[src/rtl/keypad_scan_decoder.sv]
// Matrix keypad scanner: one-hot column drive, synchronised row sampling,
// debounced press detection, valid/ready key report, debounced release.
module keypad_scan_decoder #(
    parameter int ROWS     = 4,
    parameter int COLS     = 4,
    parameter int SCAN_DIV = 50000,
    parameter int DEBOUNCE = 4,
    localparam int CODE_W  = (ROWS * COLS > 1) ? $clog2(ROWS * COLS) : 1
) (
    input  logic              clk,
    input  logic              rst_n,
    input  logic [ROWS-1:0]   row_in,
    output logic [COLS-1:0]   col_out,
    output logic [CODE_W-1:0] key_code,
    output logic              key_valid,
    input  logic              key_ready,
    output logic              key_busy
);

    localparam int COL_W = (COLS > 1) ? $clog2(COLS) : 1;
    localparam int ROW_W = (ROWS > 1) ? $clog2(ROWS) : 1;
    localparam int DIV_W = $clog2(SCAN_DIV);
    localparam int CNT_W = $clog2(DEBOUNCE + 1);

    typedef enum logic [1:0] {
        ST_SCAN,
        ST_DEBOUNCE,
        ST_REPORT,
        ST_RELEASE
    } state_t;

    state_t            state_q, state_d;
    logic [ROWS-1:0]   row_m_q, row_s_q;
    logic [DIV_W-1:0]  div_q, div_d;
    logic [COL_W-1:0]  col_idx_q, col_idx_d;
    logic [ROW_W-1:0]  row_idx_q, row_idx_d;
    logic [ROWS-1:0]   pat_q, pat_d;
    logic [CNT_W-1:0]  cnt_q, cnt_d;
    logic [CODE_W-1:0] key_code_q, key_code_d;
    logic              key_valid_q, key_valid_d;

    logic              tick;
    logic [ROW_W-1:0]  low_idx;
    logic [COL_W-1:0]  col_next;

    always_comb begin
        low_idx = '0;
        for (int unsigned i = ROWS; i > 0; i--) begin
            if (row_s_q[i-1]) low_idx = ROW_W'(i - 1);
        end
    end

    always_comb begin
        tick        = (div_q == DIV_W'(SCAN_DIV - 1));
        div_d       = tick ? '0 : div_q + 1'b1;
        col_next    = (col_idx_q == COL_W'(COLS - 1)) ? '0 : col_idx_q + 1'b1;

        state_d     = state_q;
        col_idx_d   = col_idx_q;
        row_idx_d   = row_idx_q;
        pat_d       = pat_q;
        cnt_d       = cnt_q;
        key_code_d  = key_code_q;
        key_valid_d = key_valid_q;

        unique case (state_q)
            ST_SCAN: begin
                if (tick) begin
                    if (row_s_q == '0) begin
                        col_idx_d = col_next;
                    end else begin
                        row_idx_d = low_idx;
                        pat_d     = row_s_q;
                        cnt_d     = CNT_W'(1);
                        state_d   = (DEBOUNCE == 1) ? ST_REPORT : ST_DEBOUNCE;
                    end
                end
            end
            ST_DEBOUNCE: begin
                if (tick) begin
                    if (row_s_q == pat_q) begin
                        cnt_d = cnt_q + 1'b1;
                        if (cnt_q == CNT_W'(DEBOUNCE - 1)) state_d = ST_REPORT;
                    end else begin
                        cnt_d     = '0;
                        col_idx_d = col_next;
                        state_d   = ST_SCAN;
                    end
                end
            end
            ST_REPORT: begin
                if (key_valid_q && key_ready) begin
                    key_valid_d = 1'b0;
                    cnt_d       = '0;
                    state_d     = ST_RELEASE;
                end
            end
            ST_RELEASE: begin
                if (tick) begin
                    if (!row_s_q[row_idx_q]) begin
                        if (cnt_q == CNT_W'(DEBOUNCE - 1)) begin
                            cnt_d     = '0;
                            col_idx_d = col_next;
                            state_d   = ST_SCAN;
                        end else begin
                            cnt_d = cnt_q + 1'b1;
                        end
                    end else begin
                        cnt_d = '0;
                    end
                end
            end
            default: state_d = ST_SCAN;
        endcase

        // Code is captured on REPORT entry so it uses the row index being latched.
        if (state_d == ST_REPORT && state_q != ST_REPORT) begin
            key_code_d  = CODE_W'(int'(col_idx_q) * ROWS + int'(row_idx_d));
            key_valid_d = 1'b1;
        end
    end

    always_ff @(posedge clk) begin
        if (!rst_n) begin
            state_q     <= ST_SCAN;
            row_m_q     <= '0;
            row_s_q     <= '0;
            div_q       <= '0;
            col_idx_q   <= '0;
            row_idx_q   <= '0;
            pat_q       <= '0;
            cnt_q       <= '0;
            key_code_q  <= '0;
            key_valid_q <= 1'b0;
        end else begin
            state_q     <= state_d;
            row_m_q     <= row_in;
            row_s_q     <= row_m_q;
            div_q       <= div_d;
            col_idx_q   <= col_idx_d;
            row_idx_q   <= row_idx_d;
            pat_q       <= pat_d;
            cnt_q       <= cnt_d;
            key_code_q  <= key_code_d;
            key_valid_q <= key_valid_d;
        end
    end

    always_comb begin
        col_out            = '0;
        col_out[col_idx_q] = 1'b1;
    end

    assign key_code  = key_code_q;
    assign key_valid = key_valid_q;
    assign key_busy  = (state_q != ST_SCAN);

endmodule
[config.mk]
export PLATFORM = sky130hd
export DESIGN_NAME = keypad_scan_decoder
export DESIGN_NICKNAME = d
export VERILOG_FILES = /design/src/rtl/keypad_scan_decoder.sv
export SDC_FILE = /design/constraint.sdc
export NUM_CORES = 1
export LEC_CHECK = 0
export BUFFER_PORTS_ARGS = -buffer_cell sky130_fd_sc_hd__buf_2
export CORE_MARGIN = 2
export CORE_UTILIZATION = 50
export CTS_BUF_LIST = sky130_fd_sc_hd__clkbuf_8
export DETAILED_ROUTE_END_ITERATION = 7
export PLACE_DENSITY = 0.76
export SLEW_MARGIN = 0
export SYNTH_ARGS = -nofsm -noshare
export SYNTH_HDL_FRONTEND = slang
export SYNTH_SLANG_ARGS = --single-unit
[constraint.sdc]
create_clock -name clk -period 3.39 [get_ports clk]
set_input_delay 0.1695 -clock clk [delete_from_list [all_inputs] [get_ports clk]]
set_output_delay 0.1695 -clock clk [all_outputs]
set_load 0.02 [all_outputs]
## Yosys cells after proc, flatten, opt, wreduce, memory -nomap -nowiden

Index checks and enable logic that the tools add are counted.

- Flip-flop bits (word level): 42
- Input bits: 7
- Output and inout bits: 10

- Add/sub/neg operators: 4
- Order comparisons: 3
- Equality and inequality tests: 18
- Mux-type cells: 42
- Bitwise operators: 2
- Reduce and logical (&&, ||, !) cells: 14

Operator list:

| cell | number |
|---|---|
| $mux 2 | 24 |
| $mux 3 | 8 |
| $ne 2x2->1 const B | 10 |
| $add 16x1->16 const B | 1 |
| $eq 16x16->1 const B | 1 |
| $pmux 3 s4 | 1 |
| $eq 2x2->1 const B | 4 |
| $pmux 2 s4 | 1 |
| $reduce_and 8->1 | 1 |
| $lt 2x3->1 const B | 2 |
| $pmux 2 s3 | 1 |
| $reduce_bool 2->1 | 3 |
| $mux 1 | 5 |
| $reduce_and 5->1 | 1 |
| $add 4x2->4 | 1 |
| $eq 4x4->1 | 1 |
| $logic_not 4->1 | 1 |
| $add 3x1->3 const B | 1 |
| $eq 3x2->1 const B | 1 |
| $logic_and 1x1->1 | 3 |
| $reduce_and 3->1 | 1 |
| $reduce_bool 3->1 | 1 |
| $add 2x1->2 const B | 1 |
| $bmux 1 s2 | 1 |
| other kinds (7) | 8 |

## Depth between registers and ports, before layout

Gate-level depths: netlist of the first run.

- Word-level depth: 9
- Gate-level depth with buffers: 7
- Depth with buffers taken out: 6

## Least setup slack after synthesis of the first run

No wires, ideal clock.

- Path kind: register to register
- Start point: register div_q[5]
- End point: register cnt_q[1]
- Library setup time: 0.066 ns
- Arrival: 1.948 ns
- Setup slack: 1.376 ns
- Cell stages (with the launch flop): 6
- Buffers on the path: 0
- Cells stage by stage: dfxtp_1 -> or4b_4 -> nor4_4 -> a21oi_2 -> or3b_1 -> a21oi_2

- Longest elaborated chain between the ends: 3
- Elaborated cells on any way between the ends: 5

Ends and longest elaborated chain:

| what | line | source |
|---|---|---|
| start: declaration | 34 | `logic [DIV_W-1:0] div_q, div_d;` |
| start signal: assignment | 139 | `div_q <= div_d;` |
| $eq 16x16->1 (*) | 54 | `tick = (div_q == DIV_W'(SCAN_DIV - 1));` |
| $ne 2x2->1 (no source line) | -- |  |
| $reduce_and 5->1 (no source line) (*) | -- |  |
| end signal: assignment | 143 | `cnt_q <= cnt_d;` |
| end: declaration | 38 | `logic [CNT_W-1:0] cnt_q, cnt_d;` |

Mark *: on every way between the ends. The rest lies on a longest branch, timed or not.
A chain may end at the register's enable or synchronous reset.

## Worst setup path in the final report of the first run

- Start point: register div_q[5]
- End point: register key_code_q[1] (netlist: key_code[1])

- Longest elaborated chain between the ends: 5
- Elaborated cells on any way between the ends: 10

Ends and longest elaborated chain:

| what | line | source |
|---|---|---|
| $eq 16x16->1 (*) | 54 |  |
| parallel branches: the longest is 4 deep, another holds $add 4x2->4 | -- |  |
| end signal: assignment | 144 | `key_code_q <= key_code_d;` |
| end: declaration | 39 | `logic [CODE_W-1:0] key_code_q, key_code_d;` |

Mark *: on every way between the ends.

==> results.yml, run 1 <==
floorplanning:
  die-height_um: 66.4
  rows: 22
  chipWidth_um: 66.4
  core_region_area_um2: 3720
  die-area_um2: 4410
  floorplan.initialDensity: 0.524
  ios: 17
synthesis:
  synth_area_leader_cell: "sky130_fd_sc_hd__dfxtp_1"
  synth_nets: 231
  synth.ff_latch_count: 42
  synth_enable_flop_cells: 0
  synth_cell_type_count: 42
  post_synth_arst_share: 0
  synth_cells: 216
  synthesis.area_um2: 1950
  yosys_most_used_dff: "sky130_fd_sc_hd__dfxtp_1"
  synthesis.yosys.warnings: 0
  synth_most_common_cell: "sky130_fd_sc_hd__dfxtp_1"
  synth.top_cells.by_count: "42 x sky130_fd_sc_hd__dfxtp_1, 26 x sky130_fd_sc_hd__nor2_1, 18 x sky130_fd_sc_hd__nand2_1, 16 x sky130_fd_sc_hd__inv_1, 14 x sky130_fd_sc_hd__nand3_1"
  synth.top_cells.by_area: "sky130_fd_sc_hd__dfxtp_1 43%, sky130_fd_sc_hd__ha_1 5.1%, sky130_fd_sc_hd__nor2_1 5.0%, sky130_fd_sc_hd__xor2_1 4.9%, sky130_fd_sc_hd__nand3_1 3.6%"
  synth_top_area_frac: 0.432
  syn_area_per_cell_um2: 9.02
  seq_area_frac_synth: 0.432
power_and_ir_drop:
  swShare: 0.206
  sequentialPowerShare: 0.554
  pwr-share-comb: 0.033
  static-leakage-power_nw: 0.942
  switching_power_uw: 189
  p_clk_frac: 0.413
  max-vdd-ir-drop_mv: 0.255
  power.density_cell_area_nw_per_um2: 423
  power.total_uw: 916
  power.internal_uw: 727
place:
  port_buffers: 16
  gp_congestion: 0.860
  half_perimeter_wire_length_after_detailed_placement_um: 2500
  numPlacedInstances: 274
min_path:
  worstHoldPathCells: 2
  worstHoldPathType: "input port to register"
  hp-start: "row_in[0]"
job:
  drv_cap: 0
final_layout:
  fillers: 328
  layout.cells.non_filler: 282
  drive_above_1_share: 0.132
  total_inserted_antenna_cells: 0
  final_nets: 248
  synthToLayoutAreaGrowth_pct: 11.0
worst_setup_path:
  timing.critical_path.arrival_ps: 2440
  crit_path_end_kind: "register"
  critical_path_required_ps: 3580
  startpoint: "div_q[5]"
  critical-path-slowest-cell: "sky130_fd_sc_hd__or4b_4"
  slowest_delay_ps: 590
  setup.worst_path.start_class: "register"
  worstSetupPathType: "register to register"
  timing.reg2reg.worst_path_depth: 5
  worst-path-max-fanout: 7
  critical_path.reg2reg.startpoint: "div_q[5]"
  timing.critical_path.cells: "or4b_4 > nor4_4 > nand4_2 > mux2i_1 > and2_1"
sta:
  report.final.setup_viol: 0
  min_period_ps: 2260
  timing_hold_violations_final: 0
  clock_skew_ps: 13.6
  relSlewSlack: 0.625
  rsz0062_at_grt: "no"
  final_max_slew_viol_count: 0
  total_negative_setup_slacks_ps: 0
  worst_slew_pin_slew_ps: 563
  period_share: 0.665
  achievable-frequency_mhz: 443
clock_tree:
  post_cts_setup_buffer_count: 0
  cts_hold_buf: 0
  clock_latency_ps: 300
  worst_setup_hold_path_clk_slew_ps: 80
  cts-resized-gates: 0
  cts_sinks: 42
  clock_root_buffer: "sky130_fd_sc_hd__clkbuf_8"
  cts_made_buffers: 5
  clock_path_buffers: 2
  tritoncts: "yes"
  cts_htree_levels: 2
drt:
  finalWirelength_um: 3500
  detail_route.drc_violations: 0
  wl_per_cell_um: 12.4
  vias_per_cell: 5.31
  antenna_violation_net_count_after_detailed_routing: 0
  drt_first_iter_violations: 65
  vias: 1498
  pre_antenna_drt_iters: 4
global_routing:
  globalRouteTotalUtil: 0.183
  global_route_wire_length_before_repair_um: 6000
  antenna_found_initial: 0
  via_count_of_the_first_global_routing_pass: 1332
  globalRouteOverflowTotal: 0
  pin_count_of_the_biggest_net_entering_global_routing: 18
run_status:
  status: "finished, final reports clean"
==> cells by family after synthesis <==
logic type | share of synthesized area
AND/OR/NAND/NOR | 0.263
flip-flops | 0.432
AO/OA/AOI/OAI | 0.0886
buffers and inverters | 0.0475
XOR/XNOR | 0.0809
adder cells (fa/ha/maj) | 0.0514
multiplexers | 0.0373
==> power groups by stage <==
| stage | sequential [mW] | clock, mW | combinational, mW |
|---|---|---|---|
| after floorplan | 0.517 | 0 | 0.0234 |
| after global placement | 0.518 | 0 | 0.0290 |
| after detailed placement | 0.519 | 0 | 0.0300 |
| after CTS | 0.507 | 0.389 | 0.0302 |
| after global routing | 0.508 | 0.406 | 0.0345 |
| final | 0.507 | 0.378 | 0.0299 |
==> path summary, 6_finish.rpt <==
| kind | endpoint | slack, ps |
|---|---|---|
| worst max-delay path | key_code[1] | 1130 |
| worst min-delay path | row_m_q[0] | 80 |
| worst max register to register | key_code[1] | 1130 |
| worst min register to register | row_s_q[0] | 440 |
==> sequential cells by signal (all words and copies together) (netlist names), 3 cells and up <==
register,count
pat_q,4
row_s_q,4
cnt_q,3
key_code,4
row_m_q,4
div_q,16
==> through the flow <==
stage,setup slack (ps),hold slack [ps],util,cell area (um2)
2_1_floorplan,1380,297,-,1950
3_3_place_gp,1170,376,0.553,2060
3_5_place_dp,1130,380,0.553,2060
4_1_cts,1120,68.0,0.582,2160
5_1_grt,978,78.5,0.582,2160
6_report,1130,75.1,0.582,2160
==> critical path: cells and delay by family (launching register included) <==
family | cells | cell delay (ps)
simple gates | 4 | 1590
flops | 1 | 360
mux | 1 | 190
==> routing by layer <==
metal | vias to the layer above | share of wire | GRT usage
met5 | - | 0 | 0
met4 | 0 | 0.019 | 0.0944
met3 | 6 | 0.041 | 0.0562
met2 | 30 | 0.44 | 0.283
met1 | 696 | 0.50 | 0.229
li1 | 766 | - | -
==> cells in the final DEF, fill, tap and decap left out, types with 3 or more instances in the layout <==
cell type and n:
sky130_fd_sc_hd__xnor2_1 7, sky130_fd_sc_hd__and3_1 3, sky130_fd_sc_hd__a21oi_1 10, sky130_fd_sc_hd__nor3_1 4, sky130_fd_sc_hd__dfxtp_1 42, sky130_fd_sc_hd__nor4_1 4, sky130_fd_sc_hd__xor2_1 11, sky130_fd_sc_hd__nand3_1 14
sky130_fd_sc_hd__ha_1 8, sky130_fd_sc_hd__nor2_1 26, sky130_fd_sc_hd__and2_1 9, sky130_fd_sc_hd__or3_1 4, sky130_fd_sc_hd__nand2_1 18, sky130_fd_sc_hd__o21ai_0 4, sky130_fd_sc_hd__buf_2 16, sky130_fd_sc_hd__mux2i_1 5
sky130_fd_sc_hd__inv_1 18, sky130_fd_sc_hd__clkbuf_8 5
==> final cells by class <==
class                   count  area (um2)  area share
repair buffers             16        80.1      0.0370
multi-input cells         152        1010       0.469
clock buffers               5        68.8      0.0318
flip-flops and latches     42         841       0.389
inverters                  16        60.1      0.0278
well taps                  48        60.1      0.0278
clock inverters             3        37.5      0.0174
No activity file was read; power rests on OpenSTA's default activity.
==> run 2, diff against run 1 <==
- clock period: 3.39 -> 2.3 ns (I/O delays scaled with it)
==> run 2 against run 1 <==
  * Design area is 1.7% higher
  * Critical path depth stayed put
  * Clock power is 53% higher
  * Die area stayed put
  * Worst hold slack worse by 60 ps
  * Global-route usage is 0.74 points lower
  * Combinational power is 55% higher
  * Register-to-register slack worse by 920 ps
  * Clock skew is 5.5 ps lower
  * Maximum frequency is 8.4% higher
  * Critical path type unchanged
  * Largest cell class unchanged
  * Non-clock buffer count is 4 higher
  * Largest power group unchanged
  * Clock-buffer cell count stayed put
==> results.yml, run 2 (synthesized netlist as in run 1, its figures left out) <==
drt:
  antenna_violation_net_count_after_detailed_routing: 0
  drt_first_iter_violations: 69
  pre_antenna_drt_iters: 4
  finalWirelength_um: 3400
  wl_per_cell_um: 11.9
  detail_route.drc_violations: 0
  vias_per_cell: 5.20
  vias: 1487
final_layout:
  multi_input_area_um2: 1010
  regMostFlops: "div_q"
  number_of_flip_flops_under_the_largest_register_name: 16
  layout_common_cells: "42 x sky130_fd_sc_hd__dfxtp_1, 26 x sky130_fd_sc_hd__nor2_1, 18 x sky130_fd_sc_hd__nand2_1, 16 x sky130_fd_sc_hd__inv_1, 16 x sky130_fd_sc_hd__buf_2"
  fillers: 328
  total_inserted_antenna_cells: 0
  stdcell_area_um2: 2200
  synthToLayoutAreaGrowth_pct: 12.9
  layout.area.seq_um2: 841
  drive_above_1_share: 0.155
  most_common_cell_after_layout_fill_and_taps_aside: "sky130_fd_sc_hd__dfxtp_1"
  final_nets: 252
worst_setup_path:
  timing.reg2reg.worst_path_depth: 5
  reg2reg_to: "cnt_q[1]"
  critical_path_required_ps: 2550
  critical_path.reg2reg.startpoint: "div_q[5]"
  timing.critical_path.arrival_ps: 2330
  worstSetupPathType: "register to register"
  setup.worst_path.start_class: "register"
  worst-path-max-fanout: 6
  setup.reg_to_reg.worst_slack_ps: 220
  crit_path_end_kind: "register"
sta:
  timing_hold_violations_final: 0
  rsz0062_at_grt: "no"
  final_max_slew_viol_count: 0
  worst_slew_pin_slew_ps: 605
  report.final.setup_viol: 0
  min_hold_slack_ps: 15.4
  min_period_ps: 2080
  total_negative_setup_slacks_ps: 0
  achievable-frequency_mhz: 480
  relSlewSlack: 0.593
  clock_skew_ps: 8.03
  period_share: 0.905
clock_tree:
  cts_sinks: 42
  clock_path_buffers: 2
  worst_setup_hold_path_clk_slew_ps: 80
  tritoncts: "yes"
  cts_hold_buf: 0
  cts_htree_levels: 2
  cts_made_buffers: 5
  cts-resized-gates: 0
  clock_root_buffer: "sky130_fd_sc_hd__clkbuf_8"
  post_cts_setup_buffer_count: 0
  clock_latency_ps: 300
power_and_ir_drop:
  swShare: 0.213
  max-vdd-ir-drop_mv: 0.399
  sequentialPowerShare: 0.544
  power.density_cell_area_nw_per_um2: 624
  pwr-share-comb: 0.034
  power.internal_mw: 1.08
  static-leakage-power_nw: 0.952
  p_clk_frac: 0.422
  switching_power_uw: 293
global_routing:
  grt.met1_usage: 0.233
  globalRouteTotalUtil: 0.176
  global_route_wire_length_before_repair_um: 5780
  via_count_of_the_first_global_routing_pass: 1333
  met3_usage: 0.0511
  grt_busiest_layer: "met2"
  grtUsageMet2: 0.264
  antenna_found_initial: 0
  globalRouteOverflowTotal: 0
  pin_count_of_the_biggest_net_entering_global_routing: 18
floorplanning:
  core_region_area_um2: 3720
  floorplan.initialDensity: 0.524
  die-height_um: 66.4
  ios: 17
  die-area_um2: 4410
  chipWidth_um: 66.4
  rows: 22
job:
  drv_cap: 0
min_path:
  worstHoldPathCells: 2
  worstHoldPathType: "input port to register"
  hp-start: "row_in[0]"
  endpoint_of_the_worst_hold_timing_path: "row_m_q[0]"
place:
  gp_congestion: 0.882
  port_buffers: 16
  half_perimeter_wire_length_after_detailed_placement_um: 2450
  postPlaceCellArea_um2: 2090
run_status:
  status: "finished, final reports clean"
## run 2: cell types whose count changed in the layout (fill, tap and decap cells not counted)
cell / previous run / this run
sky130_fd_sc_hd__clkinvlp_4: 0 / 2
sky130_fd_sc_hd__inv_1: 18 / 16
sky130_fd_sc_hd__buf_4: 0 / 4
## run 2: worst max path at each step
| stage | from | endpoint | slack [ps] | cells past startpoint |
|---|---|---|---|---|
| finish | div_q[5] | cnt_q[1] | 220 | 5 |
| global route | div_q[5] | state_q[1] | 140 | 6 |
| CTS | div_q[5] | cnt_q[1] | 210 | 5 |
| detailed placement | div_q[5] | cnt_q[1] | 210 | 5 |
| global placement | div_q[5] | cnt_q[1] | 270 | 5 |
| floorplan | div_q[5] | cnt_q[1] | 290 | 5 |
## run 2: worst max-delay path, stage by stage (launching register included)
cell and delay [ps]:
sky130_fd_sc_hd__dfxtp_1 350, sky130_fd_sc_hd__or4b_4 590, sky130_fd_sc_hd__nor4_4 460, sky130_fd_sc_hd__a21oi_2 130
sky130_fd_sc_hd__or3b_1 370, sky130_fd_sc_hd__a21oi_2 130
## run 2: through the flow
| stage | util | instances | setup WS [ps] | power (mW) |
|---|---|---|---|---|
| after CTS | 0.592 | 286 | 210 | 1.40 |
| after detailed placement | 0.561 | 278 | 209 | 0.811 |
| after global routing | 0.592 | 286 | 140 | 1.42 |
| after global placement | 0.561 | 278 | 265 | 0.809 |
| final | 0.592 | 286 | 218 | 1.37 |
| after floorplan | - | 216 | 286 | 0.796 |
## run 2: metal layers
metal  vias to the layer above  share of wire
li1                        775              -
met1                       667           0.51
met2                        38           0.41
met3                         7          0.061
met4                         0          0.017
met5                         -              0
## run 2: final cells by class
type                       instances  area share
tap                               48      0.0273
multi-input combinational        152       0.461
inverter                          16      0.0273
timing repair buffer              20      0.0501
clock inverter                     3      0.0205
sequential                        42       0.382
clock buffer                       5      0.0313
## run 2: power groups by stage
stage	combinational [mW]	clock (mW)	sequential [mW]
3_5_place_dp	0.0466	0	0.764
5_1_grt	0.0531	0.622	0.749
4_1_cts	0.0468	0.603	0.747
3_3_place_gp	0.0458	0	0.764
2_1_floorplan	0.0345	0	0.762
6_report	0.0463	0.580	0.747
==> run 3, diff against run 2 <==
- CAP_MARGIN: unset -> 20
- CORE_ASPECT_RATIO: unset -> 1.4
- RECOVER_POWER: unset -> 50
==> run 3 against run 2 <==
  * First-iteration DRC count fell by 42%
  * Routed wire length rose by 4.0%
  * Combinational power decreased by 5.6%
  * Power fell by 0.89%
  * Non-clock buffer count is 1 lower
  * Design area shrank 1.6%
  * Die area rose by 0.16%
  * Worst setup slack lost 6.7 ps
  * Sequential power hardly changed
  * Utilization fell by 0.82 points
  * Critical endpoint unchanged
  * Clock skew shrank 1.1 ps
  * Clock power decreased by 2%
==> results.yml, run 3 (synthesized netlist as in run 1, its figures left out) <==
run_status:
  status: "finished, final reports clean"
drt:
  finalWirelength_um: 3530
  antenna_violation_net_count_after_detailed_routing: 0
  pre_antenna_drt_iters: 4
  vias_per_cell: 5.31
  wl_per_cell_um: 12.7
  detail_route.drc_violations: 0
  drt_first_iter_violations: 40
  vias: 1481
power_and_ir_drop:
  power.density_cell_area_nw_per_um2: 629
  static-leakage-power_nw: 0.904
  max-vdd-ir-drop_mv: 0.478
  power.total_mw: 1.36
final_layout:
  most_common_cell_after_layout_fill_and_taps_aside: "sky130_fd_sc_hd__dfxtp_1"
  number_of_flip_flops_under_the_largest_register_name: 16
  fin_util: 0.584
  regMostFlops: "div_q"
  synthToLayoutAreaGrowth_pct: 11.1
  final_nets: 251
  fillers: 378
  total_inserted_antenna_cells: 0
  layout_common_cells: "42 x sky130_fd_sc_hd__dfxtp_1, 26 x sky130_fd_sc_hd__nor2_1, 18 x sky130_fd_sc_hd__nand2_1, 17 x sky130_fd_sc_hd__inv_1, 14 x sky130_fd_sc_hd__nand3_1"
  drive_above_1_share: 0.101
floorplanning:
  floorplan.initialDensity: 0.525
  die-area_um2: 4420
  ios: 17
  rows: 26
  core_region_area_um2: 3710
  die-height_um: 77.9
  chipWidth_um: 56.8
worst_setup_path:
  worst_path_most_repeated_cell: "sky130_fd_sc_hd__a21oi_2"
  timing.critical_path.arrival_ps: 2320
  crit_path_end_kind: "register"
  critical-path-slowest-cell: "sky130_fd_sc_hd__or4b_4"
  slowest_delay_ps: 600
  worst-path-max-fanout: 6
  setup.worst_path.start_class: "register"
  worstSetupPathType: "register to register"
  critical_path_required_ps: 2530
  timing.critical_path.cells: "or4b_4 > nor4_4 > a21oi_2 > or3b_1 > a21oi_2"
place:
  half_perimeter_wire_length_after_detailed_placement_um: 2530
  detailedPlace.worstSlack_ps: 236
  port_buffers: 16
  gp_congestion: 0.822
clock_tree:
  cts_sinks: 42
  clock_root_buffer: "sky130_fd_sc_hd__clkbuf_8"
  clock_path_buffers: 2
  cts-resized-gates: 0
  worst_setup_hold_path_clk_slew_ps: 80
  tritoncts: "yes"
  cts_made_buffers: 5
  cts_hold_buf: 0
  cts_htree_levels: 2
  post_cts_setup_buffer_count: 0
  clock_latency_ps: 290
sta:
  report.final.setup_viol: 0
  achievable-frequency_mhz: 479
  final_max_slew_viol_count: 0
  clock_skew_ps: 6.89
  rsz0062_at_grt: "no"
  worst_slew_pin_slew_ps: 654
  relSlewSlack: 0.564
  total_negative_setup_slacks_ps: 0
  min_period_ps: 2090
  timing_hold_violations_final: 0
  period_share: 0.908
  min_hold_slack_ps: 21.8
  finalWorstSetupSlack_ps: 211
global_routing:
  pin_count_of_the_biggest_net_entering_global_routing: 18
  antenna_found_initial: 0
  via_count_of_the_first_global_routing_pass: 1427
  globalRouteOverflowTotal: 0
  globalRouteTotalUtil: 0.182
  global_route_wire_length_before_repair_um: 6280
job:
  drv_cap: 0
min_path:
  worstHoldPathType: "input port to register"
[run 3: changes by cell type in the layout (fill, tap and decap cells not counted)]
cell	previous run	this run
sky130_fd_sc_hd__and2_0	0	5
sky130_fd_sc_hd__and2_1	9	4
sky130_fd_sc_hd__buf_2	16	5
sky130_fd_sc_hd__buf_4	4	2
sky130_fd_sc_hd__clkbuf_1	0	11
sky130_fd_sc_hd__clkbuf_2	0	1
sky130_fd_sc_hd__clkinvlp_4	2	1
sky130_fd_sc_hd__inv_1	16	17
[run 3: cell type report]
cell class / count / area [um2] / share of cell area
Clock buffer: 5 / 68.8 / 0.0318
Clock inverter: 3 / 41.3 / 0.0191
Inverter: 16 / 60.1 / 0.0277
Multi-Input combinational cell: 152 / 1010 / 0.469
Sequential cell: 42 / 841 / 0.388
Tap cell: 42 / 52.6 / 0.0243
Timing Repair Buffer: 19 / 86.3 / 0.0399
[run 3: worst max-delay path, delay by kind of cell, from the launching register on]
family	cells	cell delay, ps
and+or+nand+nor	3	1400
AOI/OAI and AO/OA	2	260
DFF	1	360
[run 3: through the flow]
step           instance area [um2]  instances
2_1_floorplan                 1950        216
3_3_place_gp                  2070        271
3_5_place_dp                  2070        271
4_1_cts                       2180        279
5_1_grt                       2160        279
6_report                      2160        279
[run 3: where the power goes]
group	switching [mW]	internal, mW
combinational	0.0258	0.0179
sequential	0.00969	0.737
clock	0.251	0.319
total	0.286	1.07
[run 3: worst paths after layout]
check | startpoint | endpoint | slack, ps | cells past startpoint
max | div_q[5] | cnt_q[1] | 210 | 5
min | row_in[3] | row_m_q[3] | 20 | 2
max reg2reg | div_q[5] | cnt_q[1] | 210 | 5
min reg2reg | row_m_q[2] | row_s_q[2] | 440 | 1
[run 3: per-layer routing]
metal | up-vias | GRT usage | routed length, um
met1 | 681 | 0.204 | 1600
li1 | 774 | - | -
met3 | 5 | 0.0467 | 115
met5 | - | 0 | 0
met4 | 0 | 0.0837 | 63
met2 | 21 | 0.316 | 1760
